===== src/rtl/sort_pkg.sv =====
// Shared types for the BFP16 compare-and-swap stage: stored pair entry and operand-order restore.
// Combinational helpers only; no latency, no flow control.
package sort_pkg;

    localparam int SORT_W = 8;

    typedef struct packed {
        logic              swapped;
        logic [SORT_W-1:0] max;
        logic [SORT_W-1:0] min;
    } swap_entry_t;

    // Returns {a, b}: a swapped pair had a < b, so a sits in min.
    function automatic logic [2*SORT_W-1:0] restore_pair(input swap_entry_t entry);
        return entry.swapped ? {entry.min, entry.max} : {entry.max, entry.min};
    endfunction

endpackage


===== src/rtl/swap_restore_fifo_mem.sv =====
// DEPTH x WIDTH register array, one write port, asynchronous read port.
// Write lands on the rising edge; the read is combinational; no flow control of its own.
module swap_restore_fifo_mem #(
    parameter int WIDTH = 17,
    parameter int DEPTH = 4,
    parameter int AW    = $clog2(DEPTH)
) (
    input  logic             clk,
    input  logic             wr_en,
    input  logic [AW-1:0]    wr_addr,
    input  logic [WIDTH-1:0] wr_data,
    input  logic [AW-1:0]    rd_addr,
    output logic [WIDTH-1:0] rd_data
);

    logic [WIDTH-1:0] mem [DEPTH];

    always_ff @(posedge clk) begin
        if (wr_en) begin
            mem[wr_addr] <= wr_data;
        end
    end

    assign rd_data = mem[rd_addr];

endmodule


===== src/rtl/swap_restore_fifo.sv =====
// Buffers (max, min, swapped) pairs and restores original (a, b) order; counts swapped pairs delivered.
// One-cycle push-to-output latency; o_ready drops only when full and depends on registered state only.
module swap_restore_fifo
    import sort_pkg::*;
#(
    parameter int SIZE_DATA = 8,
    parameter int DEPTH     = 4,
    parameter int CNT_W     = 16
) (
    input  logic                       i_clk,
    input  logic                       i_rst_n,
    input  logic                       i_valid,
    output logic                       o_ready,
    input  logic                       i_comp_less,
    input  logic [SIZE_DATA-1:0]       i_data_max,
    input  logic [SIZE_DATA-1:0]       i_data_min,
    output logic                       o_valid,
    input  logic                       i_ready,
    output logic [SIZE_DATA-1:0]       o_data_a,
    output logic [SIZE_DATA-1:0]       o_data_b,
    output logic [$clog2(DEPTH+1)-1:0] o_count,
    input  logic                       i_clr_cnt,
    output logic [CNT_W-1:0]           o_swap_cnt
);

    localparam int PTR_W = $clog2(DEPTH);
    localparam int OCC_W = $clog2(DEPTH+1);
    localparam int ENT_W = 2*SIZE_DATA + 1;

    logic [PTR_W-1:0] wr_ptr;
    logic [PTR_W-1:0] rd_ptr;
    logic [OCC_W-1:0] occ;
    logic [CNT_W-1:0] swap_cnt;
    logic [ENT_W-1:0] wr_entry;
    logic [ENT_W-1:0] head;
    logic             push;
    logic             pop;
    logic             head_swapped;
    logic [SIZE_DATA-1:0] head_max;
    logic [SIZE_DATA-1:0] head_min;

    assign o_ready = (occ != OCC_W'(DEPTH));
    assign o_valid = (occ != '0);
    assign o_count = occ;
    assign o_swap_cnt = swap_cnt;

    // Inputs are ignored while reset is held, including the RAM write.
    assign push = i_rst_n & i_valid & o_ready;
    assign pop  = i_rst_n & o_valid & i_ready;

    assign wr_entry = {i_comp_less, i_data_max, i_data_min};

    swap_restore_fifo_mem #(
        .WIDTH (ENT_W),
        .DEPTH (DEPTH),
        .AW    (PTR_W)
    ) u_mem (
        .clk     (i_clk),
        .wr_en   (push),
        .wr_addr (wr_ptr),
        .wr_data (wr_entry),
        .rd_addr (rd_ptr),
        .rd_data (head)
    );

    assign head_swapped = head[ENT_W-1];
    assign head_max     = head[2*SIZE_DATA-1:SIZE_DATA];
    assign head_min     = head[SIZE_DATA-1:0];

    always_comb begin
        o_data_a = '0;
        o_data_b = '0;
        if (o_valid) begin
            o_data_a = head_swapped ? head_min : head_max;
            o_data_b = head_swapped ? head_max : head_min;
        end
    end

    always_ff @(posedge i_clk) begin
        if (!i_rst_n) begin
            wr_ptr <= '0;
            rd_ptr <= '0;
            occ    <= '0;
        end else begin
            if (push) begin
                wr_ptr <= wr_ptr + 1'b1;
            end
            if (pop) begin
                rd_ptr <= rd_ptr + 1'b1;
            end
            case ({push, pop})
                2'b10:   occ <= occ + 1'b1;
                2'b01:   occ <= occ - 1'b1;
                default: occ <= occ;
            endcase
        end
    end

    // Clear wins over a qualifying pop in the same cycle.
    always_ff @(posedge i_clk) begin
        if (!i_rst_n) begin
            swap_cnt <= '0;
        end else if (i_clr_cnt) begin
            swap_cnt <= '0;
        end else if (pop && head_swapped && (swap_cnt != {CNT_W{1'b1}})) begin
            swap_cnt <= swap_cnt + 1'b1;
        end
    end

endmodule


===== config.mk =====
export PLATFORM = sky130hd
export DESIGN_NAME = swap_restore_fifo
export DESIGN_NICKNAME = d
export VERILOG_FILES = /design/src/rtl/sort_pkg.sv /design/src/rtl/swap_restore_fifo_mem.sv /design/src/rtl/swap_restore_fifo.sv
export SDC_FILE = /design/constraint.sdc
export NUM_CORES = 1
export LEC_CHECK = 0
export CORE_MARGIN = 5
export CORE_UTILIZATION = 45
export DETAILED_ROUTE_END_ITERATION = 10
export HOLD_SLACK_MARGIN = 0.05
export PLACE_DENSITY_LB_ADDON = 0.2
export RECOVER_POWER = 25
export SKIP_LAST_GASP = 1
export SLEW_MARGIN = 20
export SYNTH_ARGS = -nofsm -noshare
export SYNTH_HDL_FRONTEND = slang
export SYNTH_SLANG_ARGS = --single-unit
export TNS_END_PERCENT = 20

===== constraint.sdc =====
create_clock -name i_clk -period 3.2 [get_ports i_clk]
set_clock_uncertainty 0.15 [all_clocks]
set_input_delay 0.64 -clock i_clk [delete_from_list [all_inputs] [get_ports i_clk]]
set_output_delay 0.64 -clock i_clk [all_outputs]
set_load 0.01 [all_outputs]

Word-level counts from Yosys, hierarchy flattened
Memory sizes are Yosys's and may differ from the RTL's. A register that Yosys moved wholly into a read port is not among the register bits. Index checks and enable logic that the tools add are counted.

Memory bits (read-only): 0. Latch bits: 0. Register bits: 23. Word-level logic and storage cells: 33. Bits in writable memories: 68. Memories: 1.

Memories: u_mem.mem (depth 4, bits a word 17, read ports 1, clocked after Yosys merged registers in 1, write ports 1, RTL line swap_restore_fifo_mem.sv:16) `logic [WIDTH-1:0] mem [DEPTH];`.

Equality and inequality tests: 4. Bitwise logic cells: 5. Reductions and logical operators: 5. $add $sub $neg: 5. Multipliers: 0. Divide/modulo/power cells: 0. $lt $le $gt $ge: 0. Multiplexer cells: 9. Shifts and indexed selects: 0.

Operators by type and width (number): two-way mux 8 bit (4); adder 16 x 1 -> 16 bit (second input constant) (1); != test 16 bit (second input constant) (1); one-hot mux 3 bit (2 select lines) (1); adder 2 x 1 -> 2 bit (second input constant) (2); bitwise AND 1 bit (4); two-way mux 2 bit (2); adder 3 x 1 -> 3 bit (second input constant) (1); != test 3 bit (second input constant) (1); nonzero test 3 bit (1); subtractor 3 x 1 -> 3 bit (second input constant) (1); equality test 2 x 1 -> 1 bit (second input constant) (1); equality test 2 bit (second input constant) (1); logical AND 1 bit (2); two-way mux 1 bit (2); nonzero test 2 bit (1); OR reduction 2 bit (1); inverter 1 bit (1).

Longest topological paths before layout
Depth after elaboration: 5. Depth in mapped cells: 10.

Hierarchy
Synthesis repeated with hierarchy kept, for this count alone.

Cell total of the unflattened synthesis: 272. Area total of the unflattened synthesis: 4041.4 um2.

By module, submodules not included: swap_restore_fifo_mem (times used 1, area an instance 2523.7 um2, cells an instance 93); swap_restore_fifo (times used 1, area an instance 1517.7 um2, cells an instance 179).

Worst setup path before layout
OpenSTA, ideal clock, no wires.

Path type: input -> register. From: in i_rst_n. To: reg occ[2] (netlist: o_count[2]). Cell stages on the path: 10. Path buffers: 1. Required time: 2.974 ns. Path slack: 0.729 ns. Data arrival time: 2.245 ns. Path through: clkbuf_1 nand2_1 a21oi_1 inv_1 ha_1 inv_1 fa_1 xor2_1 or3_1 a21boi_0.

Longest elaborated chain between the ends: 4.

RTL lines: start: declaration (RTL line swap_restore_fifo.sv:11) `input logic i_rst_n,`; bitwise AND 1 bit (on tied branches) (2 in a row) (RTL line swap_restore_fifo.sv:49, swap_restore_fifo.sv:48); equality test 2 x 1 -> 1 bit / equality test 2 bit (equally long branches) (RTL line swap_restore_fifo.sv:91) `case ({push, pop})`; one-hot mux 3 bit (2 select lines) / nonzero test 2 bit (equally long branches); end signal: assignment (RTL line swap_restore_fifo.sv:92) `2'b10: occ <= occ + 1'b1;`; end signal: assignment (RTL line swap_restore_fifo.sv:93) `2'b01: occ <= occ - 1'b1;`; end: declaration (RTL line swap_restore_fifo.sv:32) `logic [OCC_W-1:0] occ;`.

Several ways; a longest one is shown, not always the timed one. A chain may end at the register's enable or synchronous reset.

==> run summary <==
Syn avg cell area - 14.2 um2
Critical path buffers and inverters - 2
Synth Area in XOR/XNOR - 1.07%
Total core area - 0.00876 mm2
Synth top area share - 50.0%
Routed Antenna Nets - 0
Post-synthesis cell count - 288
# DRC - 0
H-tree depth - 3
Synthesized-area fraction occupied by adder cells - 2.33%
First-pass GRT wire length - 12,200 um
Synth warnings - 0
Die ar. - 0.0111 mm2
DR pass1 iterations - 4
Share of layout cells above drive strength 1 - 13.6%
Worst min path class - flop to flop
Crit-path slowest cell - clkdlybuf4s50_1
WHS - 0.363 ns
Final total power - 2.45 mW
Tmin final - 3.03 ns
Hold Buf Count CTS - 0
Pin count of the biggest net entering global routing - 24
Boundary Pins - 59
Initial core utilization - 46.6%
Distinct cells, synth - 37
Slowest cell delay on critical path - 0.54 ns
Grt ovf - 0
GP Congestion - 0.768
Unrepaired setup endpoints after global routing - no
Area contributors post-synth - edfxtp_1 50%, dfxtp_1 12%, mux4_2 8.3%, mux2i_1 5.4%, nand2_1 2.0%
Final setup viols - 0
Clock Latency Late Sink - 0.37 ns
TritonCTS Sinks - 93
DP HPWL - 5220 um
Setup WS pre-CTS - 0.312 ns
Maximum clock path buffer count - 2
VDD IR-drop max - 0.303 mV
Clock slew seen by the registers of the worst setup and hold paths - 0.10 ns
Fin worst setup slack - 0.173 ns
Drt total wl - 7600 um
Seq cells post-synth - 93
ANT cells - 0
Filler Cell Count - 740
Post-Synth Simple-Gate Area - 12.5%
Final hold violation count - 0
Sequential share of the synthesized area - 62.3%
Syn nets - 317
CTS tree - built
Fin nets - 385
CTS root buf - clkbuf_8
Worst path required time - 2.41 ns
Die X - 105 um
Power Density - 488 mW/mm2
Setup_tns - 0 ns
Worst Tran Pin Value - 0.550 ns
FMAX - 0.330 GHz
DR vias/cell - 5.39
Leak - 1.68 nW
Slew Viols, Final - 0
Status - finished, final reports clean
Port bufs - 58
Maxcap violations - 0
Worst-path cell chain - mux4_2 > buf_4 > mux2i_1 > nor2_1 > clkdlybuf4s50_1
Vias in the first global route - 2,506
Area of the multi-input gates - 0.00144 mm2
DR vias - 2,526
Crit path max fanout - 10
Area delta synth->final - 23.1%
Period utilization - 94.6%
Row Count - 34
Compound-cell area share of the yosys netlist - 4.20%
Initial antenna violation count - 0
Startpoint Class - flop
Delay-heaviest family, CP - buffers and inverters
CP Capture Type - primary output
Die Ht - 105 um
Crit Path Class - flop to primary output
TritonCTS Buffers - 9
Reg area - 0.00254 mm2
WP data arrival - 2.24 ns
Initial drt markers - 84
Syn Std Cell Area - 0.00408 mm2
Routed WL per cell - 16.2 um
Largest family of logic cells by synthesized area - multiplexers
Rel. slew slack - 63.4%
Overall Global Routing Usage - 13.9%
Post-synthesis mux area share - 15.0%
Yosys top cell by area - edfxtp_1
[per-stage QoR]
stage | util, % | instances | area, um2
2_1_floorplan | - | 288 | 4080
3_3_place_gp | 55.1 | 453 | 4820
3_5_place_dp | 55.1 | 453 | 4820
4_1_cts | 57.4 | 469 | 5030
5_1_grt | 57.4 | 469 | 5030
6_report | 57.4 | 469 | 5030
[tightest hold or removal path, stage by stage, from the launching register on]
cell	delay, ns
dfxtp_1	0.35
nand2_1	0.06
o21ai_0	0.06
[layout make-up]
type                       count  share of cell area, %
sequential                    93                   50.6
multi-input combinational    173                   28.5
timing repair buffer          72                   13.6
tap                          108                   2.69
clock buffer                   9                   2.46
clock inverter                 7                   1.54
inverter                       7                  0.523
[cell usage in the layout (no fill, tap or decap), types with 8 or more instances in the layout]
cell type	count
and2_1	13
edfxtp_1	68
buf_4	14
or4_1	8
a21oi_1	10
mux4_2	15
clkdlybuf4s50_1	45
dlygate4sd3_1	13
dfxtp_1	24
nor2_1	18
nand2_1	22
mux2i_1	22
clkbuf_8	9
[cell families after synthesis]
kind of cell / after synthesis
XOR/XNOR: 5
AND/OR/NAND/NOR: 95
adder cells (fa/ha/maj): 7
AO/OA/AOI/OAI: 27
multiplexers: 39
flip-flops: 93
buffers and inverters: 22
[path summary, 6_finish.rpt]
| kind | from | to | slack [ns] | cells after the start |
|---|---|---|---|---|
| max | flop | o_data_a[3] | 0.17 | 5 |
| min | wr_ptr[1] | wr_ptr[1] | 0.36 | 2 |
| max reg2reg | o_count[2] | o_count[2] | 0.97 | 7 |
| min reg2reg | wr_ptr[1] | wr_ptr[1] | 0.36 | 2 |
[report_power, final]
group | internal, mW | switching (mW)
Clock | 0.309 | 0.463
Combinational | 0.181 | 0.162
Sequential | 1.32 | 0.0159
[routing by layer]
| layer | up-vias | routed length [um] | GRT usage [%] |
|---|---|---|---|
| met5 | - | 0 | 0 |
| met4 | 0 | 62 | 3.56 |
| met3 | 5 | 388 | 4.28 |
| met2 | 58 | 3870 | 23.8 |
| met1 | 1230 | 3280 | 17.0 |
| li1 | 1233 | - | - |
[registers in the layout (all words and copies together), names as in the netlist, named ones only]
register / count
wr_ptr: 2
rd_ptr: 2
o_count: 3
o_swap_cnt: 16
u_mem.mem: 68
[repair_timing]
action | CTS | global route
endpoints found under the setup margin | 0 | 6
resized for setup | 0 | 1
buffers inserted | 0 | 0
[synth_stat cells (all sizes together)]
library cell and number:
xnor2 3, ha 6, nor4 5, nand2 23
nor3 2, nand3 6, xor2 2, o41ai 1
mux4 17, mux2i 22, o21ai 5, fa 1
o31ai 7, and4 4, and2 13, edfxtp 68
a41o 1, and3 3, dfxtp 25, a31oi 1
a21oi 10, o311a 1, clkbuf 7, a21boi 1
or4 8, nor2 18, inv 7, or3 2
nor2b 1, nand2b 6, nand4 4, buf 8
(Power assumes the default switching activity.)
